===== src/rtl/pio_param_pkg.sv =====
// Purpose : shared types and constants for the PIO parameter Avalon-MM master.
// Contents: command opcode enum, PIO register offsets, response error codes,
//           FSM state enum and the readback verify helper.
// Optional: PIO_PARAM_VERIFY_EN adds the verify-read states and compare helper.
package pio_param_pkg;

    localparam int unsigned OFS_W = 3;

    typedef enum logic [1:0] {
        OP_WRITE = 2'd0,
        OP_SET   = 2'd1,
        OP_CLEAR = 2'd2,
        OP_READ  = 2'd3
    } op_e;

    // PIO register word offsets
    localparam logic [OFS_W-1:0] OFS_DATA = 3'd0;
    localparam logic [OFS_W-1:0] OFS_SET  = 3'd4;
    localparam logic [OFS_W-1:0] OFS_CLR  = 3'd5;

    typedef enum logic [1:0] {
        ERR_OK      = 2'd0,
        ERR_TIMEOUT = 2'd1,
        ERR_VERIFY  = 2'd2
    } err_e;

    typedef enum logic [2:0] {
        ST_IDLE   = 3'd0,
        ST_WRITE  = 3'd1,
        ST_READ   = 3'd2,
        ST_RDWAIT = 3'd3,
        ST_RESP   = 3'd4
`ifdef PIO_PARAM_VERIFY_EN
        ,
        ST_VREAD  = 3'd5,
        ST_VWAIT  = 3'd6
`endif
    } state_e;

    // Register offset targeted by each opcode
    function automatic logic [OFS_W-1:0] op_offset(input op_e op);
        case (op)
            OP_SET:   return OFS_SET;
            OP_CLEAR: return OFS_CLR;
            default:  return OFS_DATA;
        endcase
    endfunction

`ifdef PIO_PARAM_VERIFY_EN
    // Readback check; rd and m arrive already masked to the PIO width
    function automatic logic verify_ok(input op_e op, input logic [31:0] rd,
                                       input logic [31:0] m);
        case (op)
            OP_WRITE: return rd == m;
            OP_SET:   return (rd & m) == m;
            OP_CLEAR: return (rd & m) == 32'd0;
            default:  return 1'b1;
        endcase
    endfunction
`endif

endpackage


===== src/rtl/pio_param_timeout.sv =====
// Purpose : per-state wait counter. Cleared by load, counts while en is high,
//           expire_c flags the TIMEOUT_CYC-th consecutive enabled cycle.
// Ports   : clk, reset_n (sync, active-low), load, en -> expire_c (combinational).
module pio_param_timeout #(
    parameter int unsigned TIMEOUT_CYC = 255
) (
    input  logic clk,
    input  logic reset_n,
    input  logic load,
    input  logic en,
    output logic expire_c
);

    localparam int unsigned CNT_W = (TIMEOUT_CYC < 2) ? 1 : $clog2(TIMEOUT_CYC);
    localparam logic [CNT_W-1:0] CNT_LAST = CNT_W'(TIMEOUT_CYC - 1);

    logic [CNT_W-1:0] cnt_q;
    logic [CNT_W-1:0] cnt_d;

    // Counter value for the next cycle; holds once at the last value
    always_comb begin
        cnt_d    = cnt_q;
        expire_c = en && (cnt_q == CNT_LAST);
        if (load) begin
            cnt_d = '0;
        end else if (en && !expire_c) begin
            cnt_d = cnt_q + CNT_W'(1);
        end
    end

    always_ff @(posedge clk) begin
        if (!reset_n) begin
            cnt_q <= '0;
        end else begin
            cnt_q <= cnt_d;
        end
    end

endmodule


===== src/rtl/pio_param_avmm_master.sv =====
// Purpose : Avalon-MM master driving the parameter/reset PIO slaves from local
//           control logic. One command at a time (WRITE/SET/CLEAR/READ), one-cycle
//           response strobe, per-phase timeout protection.
// Ports   : clk, reset_n (sync, active-low)
//           cmd_valid/cmd_ready/cmd_op/cmd_base/cmd_wdata   command side
//           rsp_valid/rsp_rdata/rsp_error, busy             response side
//           avm_*                                           Avalon-MM master
// Optional: PIO_PARAM_VERIFY_EN adds a readback of offset 0 after every write-type
//           command, compared against the command mask.
module pio_param_avmm_master
    import pio_param_pkg::*;
#(
    parameter int unsigned BASE_W      = 4,
    parameter int unsigned DATA_W      = 1,
    parameter int unsigned TIMEOUT_CYC = 255
) (
    input  logic              clk,
    input  logic              reset_n,
    input  logic              cmd_valid,
    output logic              cmd_ready,
    input  logic [1:0]        cmd_op,
    input  logic [BASE_W-1:0] cmd_base,
    input  logic [31:0]       cmd_wdata,
    output logic              rsp_valid,
    output logic [31:0]       rsp_rdata,
    output logic [1:0]        rsp_error,
    output logic              busy,
    output logic [BASE_W+2:0] avm_address,
    output logic              avm_read,
    output logic              avm_write,
    output logic [31:0]       avm_writedata,
    input  logic              avm_waitrequest,
    input  logic [31:0]       avm_readdata,
    input  logic              avm_readdatavalid
);

    localparam int unsigned ADDR_W = BASE_W + OFS_W;
    localparam logic [31:0] DATA_MASK =
        (DATA_W >= 32) ? 32'hFFFF_FFFF : 32'((64'd1 << DATA_W) - 64'd1);

    state_e state_q, state_d;

    op_e               op_q, op_d;
    logic [BASE_W-1:0] base_q, base_d;
    logic [31:0]       wdata_q, wdata_d;

    logic              cmd_ready_q, cmd_ready_d;
    logic              busy_q, busy_d;
    logic              rsp_valid_q, rsp_valid_d;
    logic [31:0]       rsp_rdata_q, rsp_rdata_d;
    err_e              rsp_error_q, rsp_error_d;
    logic              avm_read_q, avm_read_d;
    logic              avm_write_q, avm_write_d;
    logic [ADDR_W-1:0] avm_address_q, avm_address_d;
    logic [31:0]       avm_writedata_q, avm_writedata_d;

    logic is_rd_req;
    logic is_rd_wait;
    logic data_hit;
    logic tmo_load;
    logic tmo_en;
    logic tmo_expire_c;
`ifdef PIO_PARAM_VERIFY_EN
    logic is_vfy;
`endif

    // State decode shared by the primary read and the verify read
    always_comb begin
        is_rd_req  = (state_q == ST_READ);
        is_rd_wait = (state_q == ST_RDWAIT);
`ifdef PIO_PARAM_VERIFY_EN
        is_rd_req  = is_rd_req  || (state_q == ST_VREAD);
        is_rd_wait = is_rd_wait || (state_q == ST_VWAIT);
        is_vfy     = (state_q == ST_VREAD) || (state_q == ST_VWAIT);
`endif
        // Zero-latency slaves return data in the same cycle the read is accepted
        data_hit = avm_readdatavalid && (is_rd_wait || (is_rd_req && !avm_waitrequest));
        tmo_en   = (state_q == ST_WRITE) || is_rd_req || is_rd_wait;
        tmo_load = (state_d != state_q);
    end

    pio_param_timeout #(
        .TIMEOUT_CYC (TIMEOUT_CYC)
    ) u_timeout (
        .clk      (clk),
        .reset_n  (reset_n),
        .load     (tmo_load),
        .en       (tmo_en),
        .expire_c (tmo_expire_c)
    );

    // State register
    always_ff @(posedge clk) begin
        if (!reset_n) begin
            state_q <= ST_IDLE;
        end else begin
            state_q <= state_d;
        end
    end

    // Next-state logic; a handshake completing in the expiry cycle wins over timeout
    always_comb begin
        state_d = state_q;
        case (state_q)
            ST_IDLE: begin
                if (cmd_valid) begin
                    state_d = (op_e'(cmd_op) == OP_READ) ? ST_READ : ST_WRITE;
                end
            end
            ST_WRITE: begin
                if (!avm_waitrequest) begin
`ifdef PIO_PARAM_VERIFY_EN
                    state_d = ST_VREAD;
`else
                    state_d = ST_RESP;
`endif
                end else if (tmo_expire_c) begin
                    state_d = ST_RESP;
                end
            end
            ST_READ: begin
                if (!avm_waitrequest) begin
                    state_d = avm_readdatavalid ? ST_RESP : ST_RDWAIT;
                end else if (tmo_expire_c) begin
                    state_d = ST_RESP;
                end
            end
            ST_RDWAIT: begin
                if (avm_readdatavalid || tmo_expire_c) begin
                    state_d = ST_RESP;
                end
            end
`ifdef PIO_PARAM_VERIFY_EN
            ST_VREAD: begin
                if (!avm_waitrequest) begin
                    state_d = avm_readdatavalid ? ST_RESP : ST_VWAIT;
                end else if (tmo_expire_c) begin
                    state_d = ST_RESP;
                end
            end
            ST_VWAIT: begin
                if (avm_readdatavalid || tmo_expire_c) begin
                    state_d = ST_RESP;
                end
            end
`endif
            ST_RESP: state_d = ST_IDLE;
            default: state_d = ST_IDLE;
        endcase
    end

    // Output logic: registered outputs follow the next state
    always_comb begin
        op_d    = op_q;
        base_d  = base_q;
        wdata_d = wdata_q;
        if ((state_q == ST_IDLE) && cmd_valid) begin
            op_d    = op_e'(cmd_op);
            base_d  = cmd_base;
            wdata_d = cmd_wdata;
        end

        cmd_ready_d = (state_d == ST_IDLE);
        busy_d      = (state_d != ST_IDLE);
        avm_write_d = (state_d == ST_WRITE);
        avm_read_d  = (state_d == ST_READ);
`ifdef PIO_PARAM_VERIFY_EN
        avm_read_d  = avm_read_d || (state_d == ST_VREAD);
`endif

        avm_address_d   = '0;
        avm_writedata_d = '0;
        if (avm_write_d) begin
            avm_address_d   = {base_d, op_offset(op_d)};
            avm_writedata_d = wdata_d;
        end else if (avm_read_d) begin
            avm_address_d = {base_d, OFS_DATA};
        end

        // Response payload is only meaningful in the RESP cycle
        rsp_valid_d = (state_d == ST_RESP);
        rsp_rdata_d = '0;
        rsp_error_d = ERR_OK;
        if (state_d == ST_RESP) begin
            if (data_hit) begin
                rsp_rdata_d = avm_readdata & DATA_MASK;
`ifdef PIO_PARAM_VERIFY_EN
                if (is_vfy && !verify_ok(op_q, avm_readdata & DATA_MASK,
                                         wdata_q & DATA_MASK)) begin
                    rsp_error_d = ERR_VERIFY;
                end
`endif
            end else if (!((state_q == ST_WRITE) && !avm_waitrequest)) begin
                rsp_error_d = ERR_TIMEOUT;
            end
        end
    end

    // Command latch and output registers
    always_ff @(posedge clk) begin
        if (!reset_n) begin
            op_q            <= OP_WRITE;
            base_q          <= '0;
            wdata_q         <= '0;
            cmd_ready_q     <= 1'b1;
            busy_q          <= 1'b0;
            rsp_valid_q     <= 1'b0;
            rsp_rdata_q     <= '0;
            rsp_error_q     <= ERR_OK;
            avm_read_q      <= 1'b0;
            avm_write_q     <= 1'b0;
            avm_address_q   <= '0;
            avm_writedata_q <= '0;
        end else begin
            op_q            <= op_d;
            base_q          <= base_d;
            wdata_q         <= wdata_d;
            cmd_ready_q     <= cmd_ready_d;
            busy_q          <= busy_d;
            rsp_valid_q     <= rsp_valid_d;
            rsp_rdata_q     <= rsp_rdata_d;
            rsp_error_q     <= rsp_error_d;
            avm_read_q      <= avm_read_d;
            avm_write_q     <= avm_write_d;
            avm_address_q   <= avm_address_d;
            avm_writedata_q <= avm_writedata_d;
        end
    end

    assign cmd_ready     = cmd_ready_q;
    assign busy          = busy_q;
    assign rsp_valid     = rsp_valid_q;
    assign rsp_rdata     = rsp_rdata_q;
    assign rsp_error     = rsp_error_q;
    assign avm_read      = avm_read_q;
    assign avm_write     = avm_write_q;
    assign avm_address   = avm_address_q;
    assign avm_writedata = avm_writedata_q;

endmodule


===== config.mk =====
export PLATFORM = sky130hd
export DESIGN_NAME = pio_param_avmm_master
export DESIGN_NICKNAME = d
export VERILOG_FILES = /design/src/rtl/pio_param_pkg.sv /design/src/rtl/pio_param_timeout.sv /design/src/rtl/pio_param_avmm_master.sv
export SDC_FILE = /design/constraint.sdc
export NUM_CORES = 1
export LEC_CHECK = 0
export BUFFER_PORTS_ARGS = -buffer_cell sky130_fd_sc_hd__buf_2
export CAP_MARGIN = 30
export CORE_AREA = 5 5 111 113
export CTS_BUF_LIST = sky130_fd_sc_hd__clkbuf_8
export CTS_CLUSTER_DIAMETER = 40
export CTS_CLUSTER_SIZE = 8
export DETAILED_ROUTE_END_ITERATION = 6
export DIE_AREA = 0 0 116 118
export PLACE_DENSITY = 0.65
export RECOVER_POWER = 50
export SLEW_MARGIN = 20
export SYNTH_ARGS = -nofsm -noshare
export SYNTH_HDL_FRONTEND = slang
export SYNTH_SLANG_ARGS = --single-unit

===== constraint.sdc =====
create_clock -name clk -period 2.5 [get_ports clk]
set_input_delay 0.25 -clock clk [delete_from_list [all_inputs] [get_ports clk]]
set_output_delay 0.25 -clock clk [all_outputs]
set_load 0.01 [all_outputs]

# Yosys cells after proc, flatten, opt, wreduce, memory -nomap -nowiden
# Cells that the tools add are included.
# totals
ff_bits	127
input_bits	75
output_inout_bits	78
# op_classes
n_addsub	1
n_eq_ne	11
muxes	15
bitwise_logic	2
reduce_logical	20
# ops
cell	n
two-way mux 32 bit	1
two-way mux 3 bit	6
two-way mux 7 bit	2
case mux 3 bit (4 select lines)	1
== test 3 x 2 -> 1 bit (second input constant)	3
adder 8 x 1 -> 8 bit (second input constant)	1
== test 8 bit (second input constant)	1
== test 3 x 1 -> 1 bit (second input constant)	2
logical AND 1 bit	6
logical NOT 3 bit	2
case mux 3 bit (2 select lines)	1
== test 2 bit (second input constant)	2
logical OR 1 bit	4
two-way mux 2 bit	2
two-way mux 4 bit	1
AND reduction 2 bit	2
== test 3 bit (second input constant)	1
inequality test 3 bit	1
AND reduction 3 bit	1
nonzero test 3 bit	1
OR reduction 3 bit	1
== test 2 x 1 -> 1 bit (second input constant)	1
logical NOT 1 bit	2
inverter 1 bit	2
2 further kinds	2

# Depth between registers and ports, before layout
# Gate-level depths: netlist (run 1).
# logic_depth
depth_word	10
ltp_mapped	9
mapped_depth_nobuf	7

# Modules after synthesis
# A second synthesis (run 1) with hierarchy kept.
# unflattened
cells_unflattened	389
area_unflattened_um2	3629.7
# modules_own_cells
mod	instances	cells_per_inst	area_each_um2	seq_area_each_um2
pio_param_avmm_master	1	340	3196.8	1721.7
pio_param_timeout	1	49	432.9	160.2

# Worst setup path before layout (run 1)
# No wires, ideal clock.
# synth_timing
kind	reg-to-reg
start	register u_timeout.cnt_q[0]
end	register u_timeout.cnt_q[3]
setup_time_ps	124
t_arrival_ps	1833
path_slack_ps	544
path_stages_with_launch	8
path_buffers	0
path_cell_list	dfxtp_1 -> inv_1 -> ha_1 -> and3_1 -> a211oi_1 -> and4_2 -> xnor2_1 -> nor2_1
# synth_via
elab_chain_cells	7
word_cells_on_any_way	13
classes_between	add/sub (1); eq/ne (2); mux (5); reduce/logical (5)
# synth_lines
element	line_no	source
start: declaration	pio_param_timeout.sv:17	logic [CNT_W-1:0] cnt_q;
start signal: assignment	pio_param_timeout.sv:35	cnt_q <= cnt_d;
== test 8 bit	pio_param_timeout.sv:23	expire_c = en && (cnt_q == CNT_LAST);
logical AND 1 bit	pio_param_timeout.sv:23	
two-way mux 3 bit / logical OR 1 bit (equally long branches)	pio_param_avmm_master.sv:117, pio_param_avmm_master.sv:124, pio_param_avmm_master.sv:129	
two-way mux 3 bit (on tied branches)	pio_param_avmm_master.sv:122, pio_param_avmm_master.sv:111, pio_param_avmm_master.sv:129	
case mux 3 bit (4 select lines)	pio_param_avmm_master.sv:104	case (state_q)
inequality test 3 bit	pio_param_avmm_master.sv:79	tmo_load = (state_d != state_q);
OR reduction 2 bit (no source line)	n/a	
# Parallel ways exist; a longest one is shown, timed or not.
# A chain may end at the register's enable or synchronous reset.

# Worst setup path after layout (run 1)
# layout_timing
start	register u_timeout.cnt_q[0]
end	register avm_address_q[2] (netlist: avm_address[2])
# layout_via
elab_chain_cells	7
word_cells_on_any_way	10
classes_between	eq/ne (2); mux (6); reduce/logical (2)
# layout_lines
element	line_no	source
== test 8 bit *	pio_param_timeout.sv:23	
logical AND 1 bit *	pio_param_timeout.sv:23	
two-way mux 3 bit / logical OR 1 bit (equally long branches)	pio_param_avmm_master.sv:117, pio_param_avmm_master.sv:124, pio_param_avmm_master.sv:129	
two-way mux 3 bit (on tied branches)	pio_param_avmm_master.sv:122, pio_param_avmm_master.sv:111, pio_param_avmm_master.sv:129	
case mux 3 bit (4 select lines) *	pio_param_avmm_master.sv:104	
== test 3 x 1 -> 1 bit *	pio_param_avmm_master.sv:165	avm_write_d = (state_d == ST_WRITE);
two-way mux 7 bit *	pio_param_avmm_master.sv:173	if (avm_write_d) begin
end signal: assignment	pio_param_avmm_master.sv:225	avm_address_q <= avm_address_d;
end: declaration	pio_param_avmm_master.sv:54	logic [ADDR_W-1:0] avm_address_q, avm_address_d;
# Every way passes the cells marked *; elsewhere a longest branch is shown, timed or not.

==> metrics.md, run 1 <==
| Metric | Value |
|---|---|
| Outcome | `complete, no violations` |
| TritonCTS clock tree | `built` |
| CP endpoint kind | `register` |
| Synth area leader | `dfxtp_1` |
| Post-synthesis register bit count | `94` |
| # nets final | `544` |
| Antenna-violating nets left | `0` |
| Reg2reg path depth | `8` |
| Critical R2R Capture | `avm_address[2]$_SDFF_PN0_` |
| Pwr Density | `725 nW/um^2` |
| Yosys cell types | `41` |
| Synth top area share | `0.539` |
| Final Max Tran Viols | `0` |
| Max Freq | `457 MHz` |
| Setup TNS | `0 ns` |
| Die H | `118 um` |
| Sw frac | `0.265` |
| Pint | `0.00216 W` |
| Overflow after GRT | `0` |
| Avg WL per Cell | `12.2 um` |
| PostCTS Resize Cnt | `0` |
| Clock root buffer | `clkbuf_8` |
| Die area | `13700 um^2` |
| Largest net degree at the start of global routing | `45` |
| Unrepaired setup endpoints after global routing | `no` |
| Fin crit period | `2.19 ns` |
| Initial DRC Count | `148` |
| Pwr Total | `0.00294 W` |
| Vias/cell | `4.26` |
| Number of fill cells in the layout | `1181` |
| # rows | `39` |
| Hold crit path type | `input pin to register` |
| Final wirelength | `7450 um` |
| Clock buffer depth | `2` |
| Combinational power share | `0.128` |
| R2R setup slack | `0.31 ns` |
| Crit Reg-Reg Startpoint | `u_timeout.cnt_q[0]$_SDFFE_PP0P_` |
| Dpl hpwl | `5230 um` |
| DR vias | `2605` |
| Syn avg cell area | `9.18 um^2` |
| Hold EP | `base_q[0]$_SDFF_PN0_` |
| Hold buffer count at CTS | `0` |
| Hold path depth | `3` |
| Leakage power | `1.63 nW` |
| Clock Latency Late Sink | `0.37 ns` |
| Clock slew at reported path FFs | `0.09 ns` |
| Layout cells sized above 1 | `0.147` |
| Antenna diodes | `0` |
| Cells after synthesis | `380` |
| HP Start | `cmd_base[0]` |
| CP Launch Type | `register` |
| Wire length of the first global-routing pass | `12000 um` |
| GRT Total Usage | `0.112` |
| Postcts setup bufs | `0` |
| Net Switching | `0.000779 W` |
| Mapped cell area | `3490 um^2` |
| Required @ worst endpoint | `2.80 ns` |
| Synth Warn # | `0` |
| Die Wd | `116 um` |
| Sequential Power Share | `0.548` |
| Antenna violations before repair | `0` |
| CP arrival | `2.48 ns` |
| Clock power frac | `0.324` |
| Initial Utilization | `0.311` |
| Area Growth Syn to Fin | `16.4%` |
| IO Pins | `153` |
| Relative slew slack | `0.433` |
| VDD IR max | `0.000328 V` |
| Setup violators final | `0` |
| Vias in the first global route | `2444` |
| Crit Path Class | `register to register` |
| Final hold vios | `0` |
| Clock Sink Count | `94` |
| Drt pass-1 iters | `4` |
| Fin crit share | `0.875` |
| Routability cong. | `0.779` |
| Synth top area cells | `dfxtp_1, nand2_1, buf_4` |
| Worst Path Max Fanout | `28` |
| Register area share after synthesis | `0.539` |
| IO Port Bufs | `88` |
| Htree depth | `3` |
| Slew of the pin with the lowest slew margin | `0.851 ns` |
| CTS Buf Count | `9` |
| DRC viols | `0` |
| Final Skew | `0.00641 ns` |
| Max capacitance violation total | `0` |
| Core Region | `11200 um^2` |
layer usage:
layer | vias up | part of all wire | global-route usage | wire length [um]
li1 | 1339 | - | - | -
met2 | 85 | 0.44 | 0.167 | 3290
met5 | - | 0 | 0 | 0
met1 | 1167 | 0.45 | 0.145 | 3350
met4 | 0 | 0.026 | 0.0609 | 192
met3 | 14 | 0.082 | 0.0319 | 611
metrics by stage:
stage	cells	instance area (um^2)	worst slack, ns	util	hold WS (ns)
2_1_floorplan	412	3610	0.544	-	0.364
3_3_place_gp	598	3950	0.312	0.352	0.441
3_5_place_dp	598	3950	0.309	0.352	0.448
4_1_cts	612	4130	0.297	0.368	0.101
5_1_grt	612	4060	0.159	0.362	0.114
6_report	612	4060	0.312	0.362	0.127
final cells by class:
class                   count  area [um^2]  share of cell area
clock buffers               9          124              0.0305
flip-flops and latches     94         1880               0.463
inverters                   4         15.0             0.00370
repair buffers             94          438               0.108
well taps                 143          179              0.0441
multi-input cells         263         1370               0.337
clock inverters             5         52.6              0.0129
power by group through the flow:
stage / clock network [W] / logic [W] / registers [W]
final: 0.000953 / 0.000377 / 0.00161
after global routing: 0.00106 / 0.000430 / 0.00162
after CTS: 0.00100 / 0.000399 / 0.00161
after detailed placement: 0 / 0.000398 / 0.00165
after global placement: 0 / 0.000394 / 0.00165
after floorplan: 0 / 0.000287 / 0.00165
layout by cell type, fill, tap and decap left out, drive strengths merged, types with 3 or more instances in the layout:
cell,instances
a21boi,4
ha,3
conb,33
nand2,82
and3,5
inv,6
dfxtp,94
buf,48
clkbuf,55
nand2b,5
xor2,3
nand3,6
a211oi,6
nor2b,32
o21ai,4
a21oi,41
nor3,3
nor2,15
worst max-delay path by stage:
stage	start	endpoint	slack, ns	depth (start not counted)
after detailed placement	u_timeout.cnt_q[0]$_SDFFE_PP0P_	avm_address[2]$_SDFF_PN0_	0.31	8
after floorplan	u_timeout.cnt_q[0]$_SDFFE_PP0P_	u_timeout.cnt_q[3]$_SDFFE_PP0P_	0.54	7
after global placement	u_timeout.cnt_q[0]$_SDFFE_PP0P_	avm_address[2]$_SDFF_PN0_	0.31	8
final	u_timeout.cnt_q[0]$_SDFFE_PP0P_	avm_address[2]$_SDFF_PN0_	0.31	8
after global routing	u_timeout.cnt_q[0]$_SDFFE_PP0P_	avm_writedata[9]$_SDFF_PN0_	0.16	8
after CTS	u_timeout.cnt_q[0]$_SDFFE_PP0P_	avm_address[2]$_SDFF_PN0_	0.30	8
Yosys cell counts:
master	instances
dfxtp_1	94
nand2_1	82
a21oi_1	41
buf_4	33
nor2b_1	32
nor2_1	15
buf_2	11
nand3_1	6
a211oi_1	5
nand2b_1	5
a21boi_1	4
and3_1	4
o21ai_0	4
clkbuf_1	3
ha_1	3
inv_1	3
nor3_1	3
xor2_1	3
a21o_1	2
and4_2	2
buf_1	2
buf_6	2
nand4_1	2
xnor2_1	2
a211o_1	1
a211oi_2	1
a31oi_1	1
a31oi_2	1
and2_1	1
and3_2	1
conb_1	1
inv_2	1
mux2i_1	1
nand3b_1	1
nand4b_4	1
nor3b_1	1
nor3b_2	1
nor4_1	1
nor4b_2	1
o311a_1	1
or4b_1	1
cells by family (layout without fill, tap and decap cells):
| group | after synthesis | count (layout) | synth area share |
|---|---|---|---|
| xor+xnor | 5 | 5 | 0.0126 |
| other cells | 1 | 33 | 0.00108 |
| flops | 94 | 94 | 0.539 |
| simple gates | 160 | 160 | 0.228 |
| buf+inv | 55 | 112 | 0.103 |
| mux | 1 | 1 | 0.00287 |
| compound gates | 61 | 61 | 0.103 |
| fa+ha+maj | 3 | 3 | 0.0108 |
flip-flops by register name, summed over array words and instances (netlist names):
register         count
avm_writedata       32
wdata_q             32
u_timeout.cnt_q      8
avm_address          6
base_q               4
state_q              3
op_q                 2
avm_read             1
avm_write            1
busy                 1
cmd_ready            1
rsp_error            1
rsp_rdata            1
rsp_valid            1
critical path, stage by stage, from the launching register on:
cell      delay (ns)
dfxtp_1         0.41
inv_1           0.06
ha_1            0.22
nand3_1         0.14
o21ai_0         0.13
o311a_1         0.42
nand4b_4        0.35
buf_12          0.27
nor3_1          0.12
Power figures use the tool's default switching activity.
==> run 2, diff against run 1 <==
--- a/config.mk
+++ b/config.mk
@@ -13,7 +13,7 @@
 export CTS_CLUSTER_SIZE = 8
 export DETAILED_ROUTE_END_ITERATION = 6
 export DIE_AREA = 0 0 116 118
-export PLACE_DENSITY = 0.65
+export PLACE_DENSITY = 0.66
 export RECOVER_POWER = 50
 export SLEW_MARGIN = 20
 export SYNTH_ARGS = -nofsm -noshare
==> run 2 against run 1 <==
Final cell count grew 0.16%. Via count grew 1.2%. Fmax grew 5.9%. First-iteration DRC count shrank 14%. Sequential power is essentially flat. Power shrank 1.5%. Worst hold slack gained 0.013 ns. Design area shrank 0.12%. Clock skew grew 0.00068 ns. Sequential cell count is the same. Combinational power is essentially flat. Clock-buffer cell count grew 2. Largest cell class unchanged. Largest power group unchanged.
==> metrics.md, run 2 (same netlist as run 1, synthesis figures left out) <==
| Metric | Value |
|---|---|
| HP Start | `cmd_wdata[19]` |
| Avg WL per Cell | `12.5 um (+2.6%)` |
| Initial Utilization | `0.311 (unchanged)` |
| Vias/cell | `4.30 (+1.0%)` |
| Clock root buffer | `clkbuf_8` |
| PostCTS Resize Cnt | `0 (unchanged)` |
| Setup violators final | `0 (unchanged)` |
| Worst path top cell family by delay | `compound AO/OA/AOI/OAI gates` |
| Critical Path Stages | `8 (unchanged)` |
| Clock slew at reported path FFs | `0.09 ns (about the same)` |
| Unrepaired setup endpoints after global routing | `no` |
| Clock Sink Count | `94 (unchanged)` |
| Cells after DPL | `599 (+0.17%)` |
| Overflow after GRT | `0 (unchanged)` |
| Antenna violations before repair | `0 (unchanged)` |
| TritonCTS clock tree | `built` |
| Max Freq | `484 MHz (+5.9%)` |
| Clock power frac | `0.313 (-0.011)` |
| Pwr Density | `715 nW/um^2 (-1.4%)` |
| Clock buffer depth | `2 (unchanged)` |
| Die area | `13700 um^2 (unchanged)` |
| Slew of the pin with the lowest slew margin | `0.849 ns (-0.00195 ns)` |
| VDD IR max | `0.000226 V (-31%)` |
| Routability cong. | `0.747 (-4.0%)` |
| WP buf/inv | `2 (unchanged)` |
| GRT Total Usage | `0.112 (-0.000374)` |
| Pint | `0.00212 W (-2.0%)` |
| Outcome | `complete, no violations` |
| Area Growth Syn to Fin | `16.2%` |
| Max capacitance violation total | `0 (unchanged)` |
| Sw frac | `0.268 (+0.00355)` |
| Origin of the worst setup path | `u_timeout.cnt_q[0]$_SDFFE_PP0P_` |
| Reg2reg path depth | `8 (unchanged)` |
| Crit Path Class | `register to register` |
| Antenna-violating nets left | `0 (unchanged)` |
| R2R setup slack | `0.43 ns (+0.12 ns)` |
| Hold crit path type | `input pin to register` |
| Delay of the slowest critical-path stage | `0.42 ns (about the same)` |
| CTS Buf Count | `9 (unchanged)` |
| Setup TNS | `0 ns (unchanged)` |
| Vias in the first global route | `2566 (+5.0%)` |
| # nets final | `545 (+0.18%)` |
| Most frequent cells in the layout | `dfxtp_1, nand2_1, clkbuf_1` |
| Clock Latency Late Sink | `0.35 ns (-0.02 ns)` |
| Required @ worst endpoint | `2.78 ns (-0.02 ns)` |
| Postcts setup bufs | `0 (unchanged)` |
| Initial DRC Count | `127 (-14%)` |
| Fin crit period | `2.07 ns (-0.122 ns)` |
| Core Region | `11200 um^2 (unchanged)` |
| Worst path slowest cell | `o311a_1` |
| Die Wd | `116 um (unchanged)` |
| Antenna diodes | `0 (unchanged)` |
| IO Port Bufs | `88 (unchanged)` |
| Multi-input gate area | `1370 um^2 (unchanged)` |
| Layout cells sized above 1 | `0.153 (+0.00607)` |
| Final hold vios | `0 (unchanged)` |
| Crit Reg-Reg Startpoint | `u_timeout.cnt_q[0]$_SDFFE_PP0P_` |
| Final Skew | `0.00708 ns (+0.000677 ns)` |
| DR vias | `2636 (+1.2%)` |
| Final Max Tran Viols | `0 (unchanged)` |
| # rows | `39 (unchanged)` |
| Largest net degree at the start of global routing | `47 (+4.4%)` |
| Wire length of the first global-routing pass | `12300 um (+2.3%)` |
| Sequential Power Share | `0.557 (+0.009)` |
| Leading cell type in the layout, fill and taps excluded | `dfxtp_1` |
| Sequential cell area | `1880 um^2 (unchanged)` |
| CP endpoint kind | `register` |
| Die H | `118 um (unchanged)` |
| Combinational power share | `0.130 (+0.002)` |
| Worst Path Max Fanout | `15 (-46%)` |
| Critical R2R Capture | `avm_writedata[20]$_SDFF_PN0_` |
| Crit path capture | `avm_writedata[20]$_SDFF_PN0_` |
| Net Switching | `0.000778 W (-0.18%)` |
| Relative slew slack | `0.434 (+0.00130)` |
| Layout Cells excl Fill | `613 (+0.16%)` |
| Drt pass-1 iters | `4 (unchanged)` |
| CP Launch Type | `register` |
| Hold buffer count at CTS | `0 (unchanged)` |
| Htree depth | `3 (unchanged)` |
| Cell Chain, Critical Path | `inv_1 -> ha_1 -> nand3_1 -> o21ai_0 -> o311a_1 -> nand4b_4 -> buf_4 -> a211oi_2` |
| IO Pins | `153 (unchanged)` |
| Final wirelength | `7650 um (+2.7%)` |
| Fin crit share | `0.826 (-0.0489)` |
| Number of fill cells in the layout | `1169 (-1.0%)` |
| CP arrival | `2.34 ns (-0.14 ns)` |
| Leakage power | `1.63 nW (-0.35%)` |
| Dpl hpwl | `5430 um (+3.8%)` |
| DRC viols | `0 (unchanged)` |
## run 2: cell types whose count changed in the layout (fill, tap and decap cells not counted), sizes merged
cell,change
buf,+2
inv,-2
bufinv,-1
clkbuf,+1
clkinvlp,+1
## run 2: worst register-to-register path, stage by stage, from the launching register on
cell and delay [ns]:
dfxtp_1 0.41, inv_1 0.06, ha_1 0.22, nand3_1 0.15
o21ai_0 0.13, o311a_1 0.42, nand4b_4 0.19, buf_4 0.22
a211oi_2 0.19
## run 2: final cells by class
| cell class | instances | share of cell area |
|---|---|---|
| clock buffer | 11 | 0.0373 |
| clock inverter | 3 | 0.00525 |
| inverter | 4 | 0.00370 |
| multi-input combinational | 263 | 0.338 |
| sequential | 94 | 0.464 |
| tap | 143 | 0.0441 |
| timing repair buffer | 95 | 0.108 |
## run 2: through the flow
step	utilization	total power, W	setup WS [ns]	hold WS, ns	cell area [um^2]
after floorplan	-	0.00194	0.544	0.364	3610
after global placement	0.352	0.00203	0.476	0.440	3950
after detailed placement	0.352	0.00204	0.456	0.445	3950
after CTS	0.367	0.00295	0.432	0.120	4120
after global routing	0.361	0.00305	0.251	0.121	4060
final	0.361	0.00290	0.434	0.140	4060
## run 2: power groups by stage
stage               Combinational (W)  Clock (W)  Sequential (W)
floorplan                    0.000287          0         0.00165
global placement             0.000385          0         0.00165
detailed placement           0.000394          0         0.00165
CTS                          0.000395   0.000943         0.00161
global route                 0.000428   0.000998         0.00162
finish                       0.000378   0.000908         0.00161
## run 2: worst min-delay path by stage
stage | end | slack, ns | cells past startpoint
2_1_floorplan | avm_address[0]$_SDFF_PN0_ | 0.36 | 2
3_3_place_gp | wdata_q[9]$_SDFF_PN0_ | 0.44 | 2
3_5_place_dp | wdata_q[28]$_SDFF_PN0_ | 0.44 | 2
4_1_cts | wdata_q[13]$_SDFF_PN0_ | 0.12 | 3
5_1_grt | wdata_q[13]$_SDFF_PN0_ | 0.12 | 3
6_report | wdata_q[19]$_SDFF_PN0_ | 0.14 | 3
## run 2: layer usage
layer	routed length, um	track usage	share of wire
met1	3430	0.138	0.45
met2	3460	0.179	0.45
met3	625	0.0308	0.082
met4	136	0.0522	0.018
met5	0	0	0
